File: src/rtl/io_module_if.sv
// CPU-side memory-mapped I/O bus between the datapath and io_module.
// The datapath drives address, store data and memory data; io_module returns writeback data.
interface io_module_if;
    logic        IORead;
    logic        IOWrite;
    logic [31:0] ALU_result;
    logic [31:0] Read_data_2;
    logic [31:0] MemReadData;
    logic [31:0] MemorIO_Result;

    modport master (
        output IORead,
        output IOWrite,
        output ALU_result,
        output Read_data_2,
        output MemReadData,
        input  MemorIO_Result
    );

    modport slave (
        input  IORead,
        input  IOWrite,
        input  ALU_result,
        input  Read_data_2,
        input  MemReadData,
        output MemorIO_Result
    );
endinterface

File: src/rtl/io_module.sv
// Memory-mapped I/O controller: LED/7-seg/blink store registers, switch and button loads.
// Optional macro IO_READBACK_EN: loads at the store offsets return the stored registers.
module io_module #(
    parameter logic [23:0] IO_BASE = 24'hFFFFFC
) (
    input  logic               clk,
    input  logic               rst_n,
    io_module_if.slave         bus,
    input  logic [7:0]         IO_input,
    input  logic [2:0]         TEST_input,
    input  logic               enterA,
    input  logic               enterB,
    output logic [23:0]        IO_led_out,
    output logic [23:0]        IO_seg_out,
    output logic               IO_blink_out
);

    localparam logic [7:0] OFF_LED   = 8'h60;
    localparam logic [7:0] OFF_SEG   = 8'h64;
    localparam logic [7:0] OFF_BLINK = 8'h68;
    localparam logic [7:0] OFF_SW    = 8'h70;
    localparam logic [7:0] OFF_TEST  = 8'h74;
    localparam logic [7:0] OFF_BTNA  = 8'h78;
    localparam logic [7:0] OFF_BTNB  = 8'h7C;

    logic        sel;
    logic [7:0]  off;
    logic        wr_en;
    logic        rd_en;
    logic        hit_led;
    logic        hit_seg;
    logic        hit_blink;
    logic        hit_sw;
    logic        hit_test;
    logic        hit_btna;
    logic        hit_btnb;
    logic [31:0] io_rdata;

    logic [23:0] led_q,   led_d;
    logic [23:0] seg_q,   seg_d;
    logic        blink_q, blink_d;
    logic        flag_a_q, flag_a_d;
    logic        flag_b_q, flag_b_d;
    logic        prev_a_q;
    logic        prev_b_q;
    logic        rise_a;
    logic        rise_b;
    logic        clr_a;
    logic        clr_b;

    // Address decode: upper 24 bits select the I/O page, low byte is the register offset
    always_comb begin
        sel       = (bus.ALU_result[31:8] == IO_BASE);
        off       = bus.ALU_result[7:0];
        wr_en     = bus.IOWrite & sel;
        rd_en     = bus.IORead & sel;
        hit_led   = (off == OFF_LED);
        hit_seg   = (off == OFF_SEG);
        hit_blink = (off == OFF_BLINK);
        hit_sw    = (off == OFF_SW);
        hit_test  = (off == OFF_TEST);
        hit_btna  = (off == OFF_BTNA);
        hit_btnb  = (off == OFF_BTNB);
    end

    // Load data mux; unmapped offsets and off-page accesses read as zero
    always_comb begin
        io_rdata = 32'b0;
        if (rd_en) begin
            unique case (1'b1)
                hit_sw:    io_rdata = {24'b0, IO_input};
                hit_test:  io_rdata = {29'b0, TEST_input};
                hit_btna:  io_rdata = {31'b0, flag_a_q};
                hit_btnb:  io_rdata = {31'b0, flag_b_q};
`ifdef IO_READBACK_EN
                hit_led:   io_rdata = {8'b0, led_q};
                hit_seg:   io_rdata = {8'b0, seg_q};
                hit_blink: io_rdata = {31'b0, blink_q};
`endif
                default:   io_rdata = 32'b0;
            endcase
        end
    end

    // Writeback select: I/O loads take priority over data memory
    always_comb begin
        bus.MemorIO_Result = bus.IORead ? io_rdata : bus.MemReadData;
    end

    // Store register next-state: only a matching on-page store changes a register
    always_comb begin
        led_d   = led_q;
        seg_d   = seg_q;
        blink_d = blink_q;
        if (wr_en) begin
            unique case (1'b1)
                hit_led:   led_d   = bus.Read_data_2[23:0];
                hit_seg:   seg_d   = bus.Read_data_2[23:0];
                hit_blink: blink_d = bus.Read_data_2[0];
                default:   ;
            endcase
        end
    end

    // Button flags: set on a rising edge, cleared by reading, a new press beats the clear
    always_comb begin
        rise_a   = enterA & ~prev_a_q;
        rise_b   = enterB & ~prev_b_q;
        clr_a    = rd_en & hit_btna;
        clr_b    = rd_en & hit_btnb;
        flag_a_d = rise_a | (flag_a_q & ~clr_a);
        flag_b_d = rise_b | (flag_b_q & ~clr_b);
    end

    // Peripheral output registers
    always_ff @(posedge clk or negedge rst_n) begin
        if (!rst_n) begin
            led_q   <= 24'b0;
            seg_q   <= 24'b0;
            blink_q <= 1'b0;
        end else begin
            led_q   <= led_d;
            seg_q   <= seg_d;
            blink_q <= blink_d;
        end
    end

    // Button edge history and sticky flags
    always_ff @(posedge clk or negedge rst_n) begin
        if (!rst_n) begin
            prev_a_q <= 1'b0;
            prev_b_q <= 1'b0;
            flag_a_q <= 1'b0;
            flag_b_q <= 1'b0;
        end else begin
            prev_a_q <= enterA;
            prev_b_q <= enterB;
            flag_a_q <= flag_a_d;
            flag_b_q <= flag_b_d;
        end
    end

    assign IO_led_out   = led_q;
    assign IO_seg_out   = seg_q;
    assign IO_blink_out = blink_q;

endmodule

File: src/flat_wrapper.sv
// flat-port wrapper written by rule: the top's interface ports become plain ports
module io_module_flat 
#(
    parameter logic [23:0] IO_BASE = 24'hFFFFFC
)
  (clk, rst_n, IO_input, TEST_input, enterA, enterB, IO_led_out, IO_seg_out, IO_blink_out, bus_IORead, bus_IOWrite, bus_ALU_result, bus_Read_data_2, bus_MemReadData, bus_MemorIO_Result);
  io_module_if bus_i ();
  input  logic clk;
  input  logic rst_n;
  input  logic [7:0] IO_input;
  input  logic [2:0] TEST_input;
  input  logic enterA;
  input  logic enterB;
  output logic [23:0] IO_led_out;
  output logic [23:0] IO_seg_out;
  output logic IO_blink_out;
  input wire logic [$bits(bus_i.IORead)-1:0] bus_IORead;
  input wire logic [$bits(bus_i.IOWrite)-1:0] bus_IOWrite;
  input wire logic [$bits(bus_i.ALU_result)-1:0] bus_ALU_result;
  input wire logic [$bits(bus_i.Read_data_2)-1:0] bus_Read_data_2;
  input wire logic [$bits(bus_i.MemReadData)-1:0] bus_MemReadData;
  output wire logic [$bits(bus_i.MemorIO_Result)-1:0] bus_MemorIO_Result;
  assign bus_i.IORead = bus_IORead;
  assign bus_i.IOWrite = bus_IOWrite;
  assign bus_i.ALU_result = bus_ALU_result;
  assign bus_i.Read_data_2 = bus_Read_data_2;
  assign bus_i.MemReadData = bus_MemReadData;
  assign bus_MemorIO_Result = bus_i.MemorIO_Result;
  io_module #(.IO_BASE(IO_BASE)) u_core (.clk(clk), .rst_n(rst_n), .bus(bus_i), .IO_input(IO_input), .TEST_input(TEST_input), .enterA(enterA), .enterB(enterB), .IO_led_out(IO_led_out), .IO_seg_out(IO_seg_out), .IO_blink_out(IO_blink_out));
endmodule
File: config.mk
export PLATFORM = sky130hd
export DESIGN_NAME = io_module_flat
export DESIGN_NICKNAME = d
export VERILOG_FILES = /design/src/rtl/io_module_if.sv /design/src/rtl/io_module.sv /design/src/flat_wrapper.sv
export SDC_FILE = /design/constraint.sdc
export NUM_CORES = 1
export LEC_CHECK = 0
export ABC_CLOCK_PERIOD_IN_PS = 5400
export BUFFER_PORTS_ARGS = -buffer_cell sky130_fd_sc_hd__buf_2
export CORE_MARGIN = 2
export CORE_UTILIZATION = 43
export CTS_CLUSTER_SIZE = 8
export DETAILED_ROUTE_END_ITERATION = 8
export MAX_ROUTING_LAYER = met4
export PLACE_DENSITY = 0.86
export RECOVER_POWER = 50
export SYNTH_ARGS = -nofsm -noshare
export SYNTH_HDL_FRONTEND = slang
export SYNTH_SLANG_ARGS = --single-unit
File: constraint.sdc
create_clock -name clk -period 5.4 [get_ports clk]
set_input_delay 1.35 -clock clk [delete_from_list [all_inputs] [get_ports clk]]
set_output_delay 1.35 -clock clk [all_outputs]
set_load 0.02 [all_outputs]
; ---- Word level (Yosys, flattened, before mapping)
; Cells that the tools add are included.
[classes]
eq_ne = 8
n_mux = 3
n_bitwise = 14
n_reduce_logical = 3
[op_table]
columns = cell, count
row1 = 32-bit two-way mux, 2
row2 = "8-bit by 7-bit equality test with 1-bit output, second input constant", 7
row3 = 8-bit case mux with 4 select lines, 1
row4 = "24-bit equality test, second input constant", 1
row5 = 1-bit AND, 8
row6 = 2-bit AND reduction, 3
row7 = 1-bit NOT, 4
row8 = 1-bit bitwise OR, 2
[word_totals]
ff_bits = 53
input_bits = 113
out_inout_bits = 81
word_cells = 35

; ---- Depth between registers and ports, before layout
; Gate-level depths: netlist (run 1).
[depth]
word_depth = 6
ltp_mapped = 5
ltp_nobuf = 4

; ---- Worst setup path before layout (run 1)
; Ideal clock, no wire load.
[synth_path]
path_type = input to output
from = input bus_ALU_result[7]
to = output bus_MemorIO_Result[3]
arrival_time_ns = 3.093
t_required_ns = 4.050
path_slack_ns = 0.957
cell_stages = 4
n_path_buf = 0
cell_sequence = or4b_4 nor4_4 nand4_1 o22ai_1
[synth_between]
elab_chain_len = 4
word_cells_on_any_way = 7
cone_classes = 4 x eq/ne / 3 x mux
[synth_lines]
columns = item, line
row1 = from (decl), flat_wrapper.sv:19  ; input wire logic [$bits(bus_i.ALU_result)-1:0] bus_ALU_result;
row2 = 8-bit by 7-bit equality test with 1-bit output (on tied branches), n/a
row3 = 8-bit case mux with 4 select lines *, io_module.sv:70  ; unique case (1'b1)
row4 = 32-bit two-way mux *, io_module.sv:69  ; if (rd_en) begin
row5 = 32-bit two-way mux *, io_module.sv:87  ; bus.MemorIO_Result = bus.IORead ? io_rdata : bus.MemReadData;
row6 = to (decl), flat_wrapper.sv:22  ; output wire logic [$bits(bus_i.MemorIO_Result)-1:0] bus_MemorIO_Result;
; Every way passes the cells marked *; elsewhere a longest branch is shown, timed or not.

; ---- Worst setup path in the final report (run 1)
[layout_path]
from = input bus_ALU_result[7]
to = output bus_MemorIO_Result[6]
; Same word-level chain as after synthesis.

==> flow_summary.toml, run 1 <==
[routing]
via_count = 2220
routedWlPerCell_um = 16.9
routed_wl_um = 7570
viasPerCell = 4.94
dr.pass1.iters = 4
drc = 0
ant_nets = 0
drt_iter0_markers = 87

[layout]
fillers = 472
drive_above_1_share_pct = 55.7
areaGrowthSynthToFinish_pct = 40.9
fin_nets = 489
antenna_cells = 0
final_cells = 449

[yosys]
syn-num-nets = 305
synth.avg_cell_area_sq_um = 13.0
ys_ff_latch = 53
synth.distinct_cells = 24
yosysSeqAreaShare_pct = 53.2
yosysWarningCount = 0
syn_inst = 192
synth_area_sq_mm = 0.00249

[floorplan]
fp-row-count = 27
initial_core_util_pct = 45.0
die_area_sq_mm = 0.00642
die_h_um = 80.1
io_pins = 194
die_x_um = 80.1
coreArea_sq_mm = 0.00554

[global_routing]
grt_max_degree = 54
grt_usage_pct = 23.1
grt_pass1_vias = 2204
overflow = 0
grt_first_pass_wirelength_um = 10800
antenna_found_initial = 0

[clocking]
cts_setup_buffers = 0
cts_inserted_buffers = 5
cts_tree = "done"
cts_max_path_buffers = 2
postCtsResizedCells = 0
worstSkewPairLatency_ps = 300
cts_hold_buffers = 0
cts.sinks = 53
root_buffer = "clkbuf_8"
cts.clk_slew.worst_paths_ps = 100
htree_levels = 2

[worst_setup_path]
r2r_slack_ps = 4600
max_stage_delay_ps = 570
crit_path_end_kind = "output pin"
startpoint_type = "primary input"
cp_top_family = "simple AND/OR/NAND/NOR gates"
critPathKind = "in2out"
rr_startpoint = "u_core.IO_seg_out[13]"
rr_worst_depth = 1
worstPathRequired_ps = 4050
cp_cell_sequence = "buf_2, or4b_4, nor4_4, nand4_1, o22ai_1, buf_2"
path_buf_inv = 2
critical_path_arrival_ps = 3450
worstReg2RegEnd = "u_core.IO_seg_out[13]"
cp_slowest_cell = "nor4_4"
critPathMostFrequentCell = "buf_2"
worstPathMaxFanout = 8

[worst_hold_path]
min_to = "u_core.IO_blink_out"
hold_class = "reg2reg"
hold_path_startpoint = "u_core.IO_blink_out"
hold_depth = 1

[timing]
whs_ps = 509
min_period_ps = 4800
setup_viol = 0
grt_setup_unrepaired = "false"
worstMarginPinSlew_ps = 2790
fin_skew_ps = 0.112
relSlewSlack_pct = -86.2
min_period_over_period_pct = 88.9
max_freq_mhz = 208
slew_viol_final = 54
hold_viol = 0
fin_tns_setup_ps = 0

[power_and_ir_drop]
ir_drop_uv = 208
p_total_w = 0.000773
power_leakage_nw = 1.99
power.density_mw_per_mm2 = 220

[placed_design]
dp.cells = 441
gp_congestion = 0.838
port-buffer-count = 185
hpwl_um = 5970

[flow_run]
drv_cap = 1

[run_status]
status = "finished, violations left"
violations = "max-capacitance violations, max-slew violations"
==> how the worst max path moves through the flow <==
stage | end | start | cells after the start | slack (ps)
global placement | bus_MemorIO_Result[6] | bus_ALU_result[7] | 6 | 700
CTS | bus_MemorIO_Result[6] | bus_ALU_result[7] | 6 | 620
detailed placement | bus_MemorIO_Result[6] | bus_ALU_result[7] | 6 | 620
finish | bus_MemorIO_Result[6] | bus_ALU_result[7] | 6 | 600
global route | bus_MemorIO_Result[6] | bus_ALU_result[7] | 6 | 480
floorplan | bus_MemorIO_Result[3] | bus_ALU_result[7] | 4 | 960
==> cells in the mapped netlist <==
| library cell | count | area share (%) |
|---|---|---|
| nand2_1 | 3 | 0.45 |
| mux4_2 | 1 | 0.90 |
| mux2_4 | 1 | 0.60 |
| nor4b_1 | 1 | 0.35 |
| nor2b_1 | 26 | 6.5 |
| nor3_1 | 1 | 0.20 |
| dfrtp_1 | 53 | 53 |
| mux2_2 | 50 | 23 |
| and2_1 | 1 | 0.25 |
| nor2_1 | 2 | 0.30 |
| nand3_1 | 1 | 0.20 |
| clkbuf_1 | 4 | 0.60 |
| or4b_4 | 1 | 0.55 |
| nand4_4 | 2 | 1.7 |
| a22o_1 | 2 | 0.70 |
| nand4_1 | 11 | 2.8 |
| inv_1 | 15 | 2.3 |
| o22ai_1 | 7 | 1.8 |
| nor3b_1 | 1 | 0.30 |
| nor3_2 | 1 | 0.40 |
| buf_6 | 4 | 1.8 |
| nor4_4 | 1 | 0.85 |
| nor4_1 | 2 | 0.50 |
| o21ai_0 | 1 | 0.20 |
==> power by group <==
part           internal (W)  switching [W]
clock              0.000139       0.000132
sequential         0.000397    0.000000186
combinational     0.0000454      0.0000588
==> per-layer routing <==
layer | GRT usage [%] | vias to the layer above | wire (um)
met5 | - | - | 0
met2 | 42.0 | 111 | 3910
met4 | 5.93 | 0 | 108
li1 | - | 1041 | -
met3 | 4.94 | 7 | 632
met1 | 25.8 | 1061 | 2920
==> cell usage in the layout (no fill, tap or decap) <==
| master | Yosys | routed |
|---|---|---|
| a22o_1 | 2 | 2 |
| and2_1 | 1 | 1 |
| buf_2 | 0 | 145 |
| bufinv_16 | 0 | 1 |
| clkbuf_1 | 4 | 40 |
| clkbuf_8 | 0 | 5 |
| clkinv_2 | 0 | 1 |
| dfrtp_1 | 53 | 53 |
| inv_1 | 15 | 15 |
| inv_6 | 0 | 1 |
| mux2_2 | 50 | 50 |
| mux2_4 | 1 | 1 |
| mux4_2 | 1 | 1 |
| nand2_1 | 3 | 3 |
| nand3_1 | 1 | 1 |
| nand4_1 | 11 | 11 |
| nand4_4 | 2 | 2 |
| nor2_1 | 2 | 2 |
| nor2b_1 | 26 | 26 |
| nor3_1 | 1 | 1 |
| nor3_2 | 1 | 1 |
| nor3b_1 | 1 | 1 |
| nor4_1 | 2 | 2 |
| nor4_4 | 1 | 1 |
| nor4b_1 | 1 | 1 |
| o21ai_0 | 1 | 1 |
| o22ai_1 | 7 | 7 |
| or4b_4 | 1 | 1 |
==> kinds of logic after synthesis <==
family	synth area share, %
buffers and inverters	4.67
AND/OR/NAND/NOR	15.4
AO/OA/AOI/OAI	2.66
multiplexers	24.1
flip-flops	53.2
==> sequential cells by signal (all words and copies together), names as in the netlist <==
register	flops
u_core.IO_led_out	24
u_core.IO_seg_out	24
u_core.IO_blink_out	1
u_core.flag_a_q	1
u_core.flag_b_q	1
u_core.prev_a_q	1
u_core.prev_b_q	1
==> layout make-up <==
class | count | area [sq um] | share of cell area, %
clock buffer | 5 | 68.8 | 1.96
multi-input combinational | 116 | 1050 | 29.9
inverter | 15 | 56.3 | 1.60
sequential | 53 | 1330 | 37.8
clock inverter | 3 | 43.8 | 1.25
timing repair buffer | 185 | 876 | 24.9
tap | 72 | 90.1 | 2.57
==> stage by stage <==
step / instance area (sq um) / util (%) / setup slack (ps)
3_3_place_gp: 3450 / 62.2 / 698
3_5_place_dp: 3450 / 62.2 / 622
6_report: 3510 / 63.4 / 601
4_1_cts: 3560 / 64.3 / 623
5_1_grt: 3510 / 63.4 / 477
2_1_floorplan: 2490 / - / 957
No activity file was read; power rests on OpenSTA's default activity.
==> run 2: changes to the inputs <==
--- a/config.mk
+++ b/config.mk
@@ -8,11 +8,12 @@
 export ABC_CLOCK_PERIOD_IN_PS = 5400
 export BUFFER_PORTS_ARGS = -buffer_cell sky130_fd_sc_hd__buf_2
 export CORE_MARGIN = 2
-export CORE_UTILIZATION = 43
+export CORE_UTILIZATION = 44
+export CTS_BUF_LIST = sky130_fd_sc_hd__clkbuf_4 sky130_fd_sc_hd__clkbuf_8
+export CTS_CLUSTER_DIAMETER = 100
 export CTS_CLUSTER_SIZE = 8
 export DETAILED_ROUTE_END_ITERATION = 8
-export MAX_ROUTING_LAYER = met4
-export PLACE_DENSITY = 0.86
+export PLACE_DENSITY = 0.88
 export RECOVER_POWER = 50
 export SYNTH_ARGS = -nofsm -noshare
 export SYNTH_HDL_FRONTEND = slang
==> run 2 against run 1 <==
- the run still ends with max-capacitance violations, max-slew violations left
- sequential share of layout area is 0.31 points higher
- die area decreased by 2.2%
- power is 7.3% lower
- combinational power hardly changed
- hold slack worse by 4.1 ps
- clock power is 20% lower
- final cell count decreased by 0.22%
- core utilization grew 0.26 points
==> flow_summary.toml, run 2 (synthesis gave the netlist of run 1 again) <==
[run_status]
status = "finished, violations left"
violations = "max-capacitance violations, max-slew violations"

[clocking]
cts_tree = "done"
cts.clk_slew.worst_paths_ps = 80
postCtsResizedCells = 0
htree_levels = 2
cts_inserted_buffers = 5
worstSkewPairLatency_ps = 290
cts_setup_buffers = 0
root_buffer = "clkbuf_8"
cts_max_path_buffers = 2
cts.sinks = 53
cts_hold_buffers = 0

[routing]
ant_nets = 0
via_count = 2212
routed_wl_um = 7080
drt_iter0_markers = 66
routedWlPerCell_um = 15.8
drc = 0
viasPerCell = 4.94
dr.pass1.iters = 4

[timing]
worstMarginPinSlew_ps = 2730
min_period_ps = 4700
slew_viol_final = 54
fin_tns_setup_ps = 0
setup_viol = 0
whs_ps = 505
hold_viol = 0
grt_setup_unrepaired = "false"
relSlewSlack_pct = -81.9
fin_skew_ps = 0.262
min_period_over_period_pct = 87.0
max_freq_mhz = 213

[global_routing]
overflow = 0
grt_first_pass_wirelength_um = 10800
antenna_found_initial = 0
met2_usage_pct = 42.8
grt_pass1_vias = 2359
top_usage_layer = "met2"
use_met3_pct = 7.84
grt_usage_pct = 22.2
grt_max_degree = 54
met1_usage_pct = 22.0

[power_and_ir_drop]
ir_drop_uv = 188
power.net_switching_w = 0.000179
swShare_pct = 25.0
power.density_mw_per_mm2 = 206
pwr-share-comb_pct = 14.1
power_leakage_nw = 1.98
seq_power_share_pct = 55.5
clock_power_share_pct = 30.4
intPower_w = 0.000538
p_total_w = 0.000717

[layout]
regArea_sq_mm = 0.00133
multi_input_area_sq_mm = 0.00105
areaGrowthSynthToFinish_pct = 39.7
design_area_sq_mm = 0.00348
fillers = 478
drive_above_1_share_pct = 55.3
fin_nets = 489
final_cell_mix = "buf_2, dfrtp_1, mux2_2, clkbuf_1, nor2b_1"
layout_commonest_cell = "buf_2"
final_cells = 448
antenna_cells = 0

[worst_setup_path]
r2r_slack_ps = 4620
critical_path_arrival_ps = 3350
worstPathRequired_ps = 4050
crit_path_end_kind = "output pin"
worstPathMaxFanout = 8
critPathKind = "in2out"
startpoint_type = "primary input"

[floorplan]
initial_core_util_pct = 45.5
fp-row-count = 27
die_x_um = 79.3
coreArea_sq_mm = 0.00547
io_pins = 194
die_area_sq_mm = 0.00628
die_h_um = 79.3

[placed_design]
place_area_sq_mm = 0.00345
dp.cells = 441
gp_congestion = 0.730
port-buffer-count = 185
hpwl_um = 5600

[flow_run]
drv_cap = 1

[worst_hold_path]
hold_class = "reg2reg"
==> run 2: cell types whose count changed in the layout (fill, tap and decap cells not counted) <==
cell       delta
clkinv_4      +1
inv_6         -1
clkbuf_1      +1
buf_2         -1
bufinv_16     -1
clkinv_2      -1
clkbuf_4      +1
==> run 2: metal layers <==
metal / wire (um) / part of all wire (%)
met1: 2500 / 35
met2: 3820 / 54
met3: 692 / 9.8
met4: 70 / 0.99
met5: 0 / 0
==> run 2: cell type report <==
| class | instances | area share [%] |
|---|---|---|
| clock inverters | 1 | 0.252 |
| clock buffers | 6 | 2.19 |
| flip-flops and latches | 53 | 38.1 |
| inverters | 15 | 1.62 |
| well taps | 72 | 2.59 |
| multi-input cells | 116 | 30.1 |
| repair buffers | 185 | 25.1 |
==> run 2: final timing paths <==
path                                      startpoint                    end  cells past startpoint
max in group asynchronous                      rst_n        u_core.prev_b_q                      1
worst min register to register       u_core.flag_a_q        u_core.flag_a_q                      1
worst max-delay path               bus_ALU_result[7]  bus_MemorIO_Result[6]                      6
worst max register to register  u_core.IO_led_out[2]   u_core.IO_led_out[2]                      1
worst min-delay path                 u_core.flag_a_q        u_core.flag_a_q                      1
min in group asynchronous                      rst_n  u_core.IO_led_out[10]                      1
==> run 2: worst max-delay path, stage by stage <==
cell     delay (ps)
buf_2            90
or4b_4          530
nor4_4          600
nand4_1         350
o22ai_1         220
buf_2           190
==> run 2: through the flow <==
step / util [%] / setup slack (ps)
after floorplan: - / 957
final: 63.6 / 700
after detailed placement: 63.0 / 683
after global placement: 63.0 / 747
after CTS: 64.6 / 676
after global routing: 63.6 / 576
==> run 2: power groups by stage <==
stage / combinational [W] / sequential (W) / clock, W
3_5_place_dp: 0.000102 / 0.000405 / 0
5_1_grt: 0.000110 / 0.000398 / 0.000240
2_1_floorplan: 0.0000385 / 0.000405 / 0
6_report: 0.000101 / 0.000398 / 0.000218
3_3_place_gp: 0.0000996 / 0.000405 / 0
4_1_cts: 0.000102 / 0.000397 / 0.000223
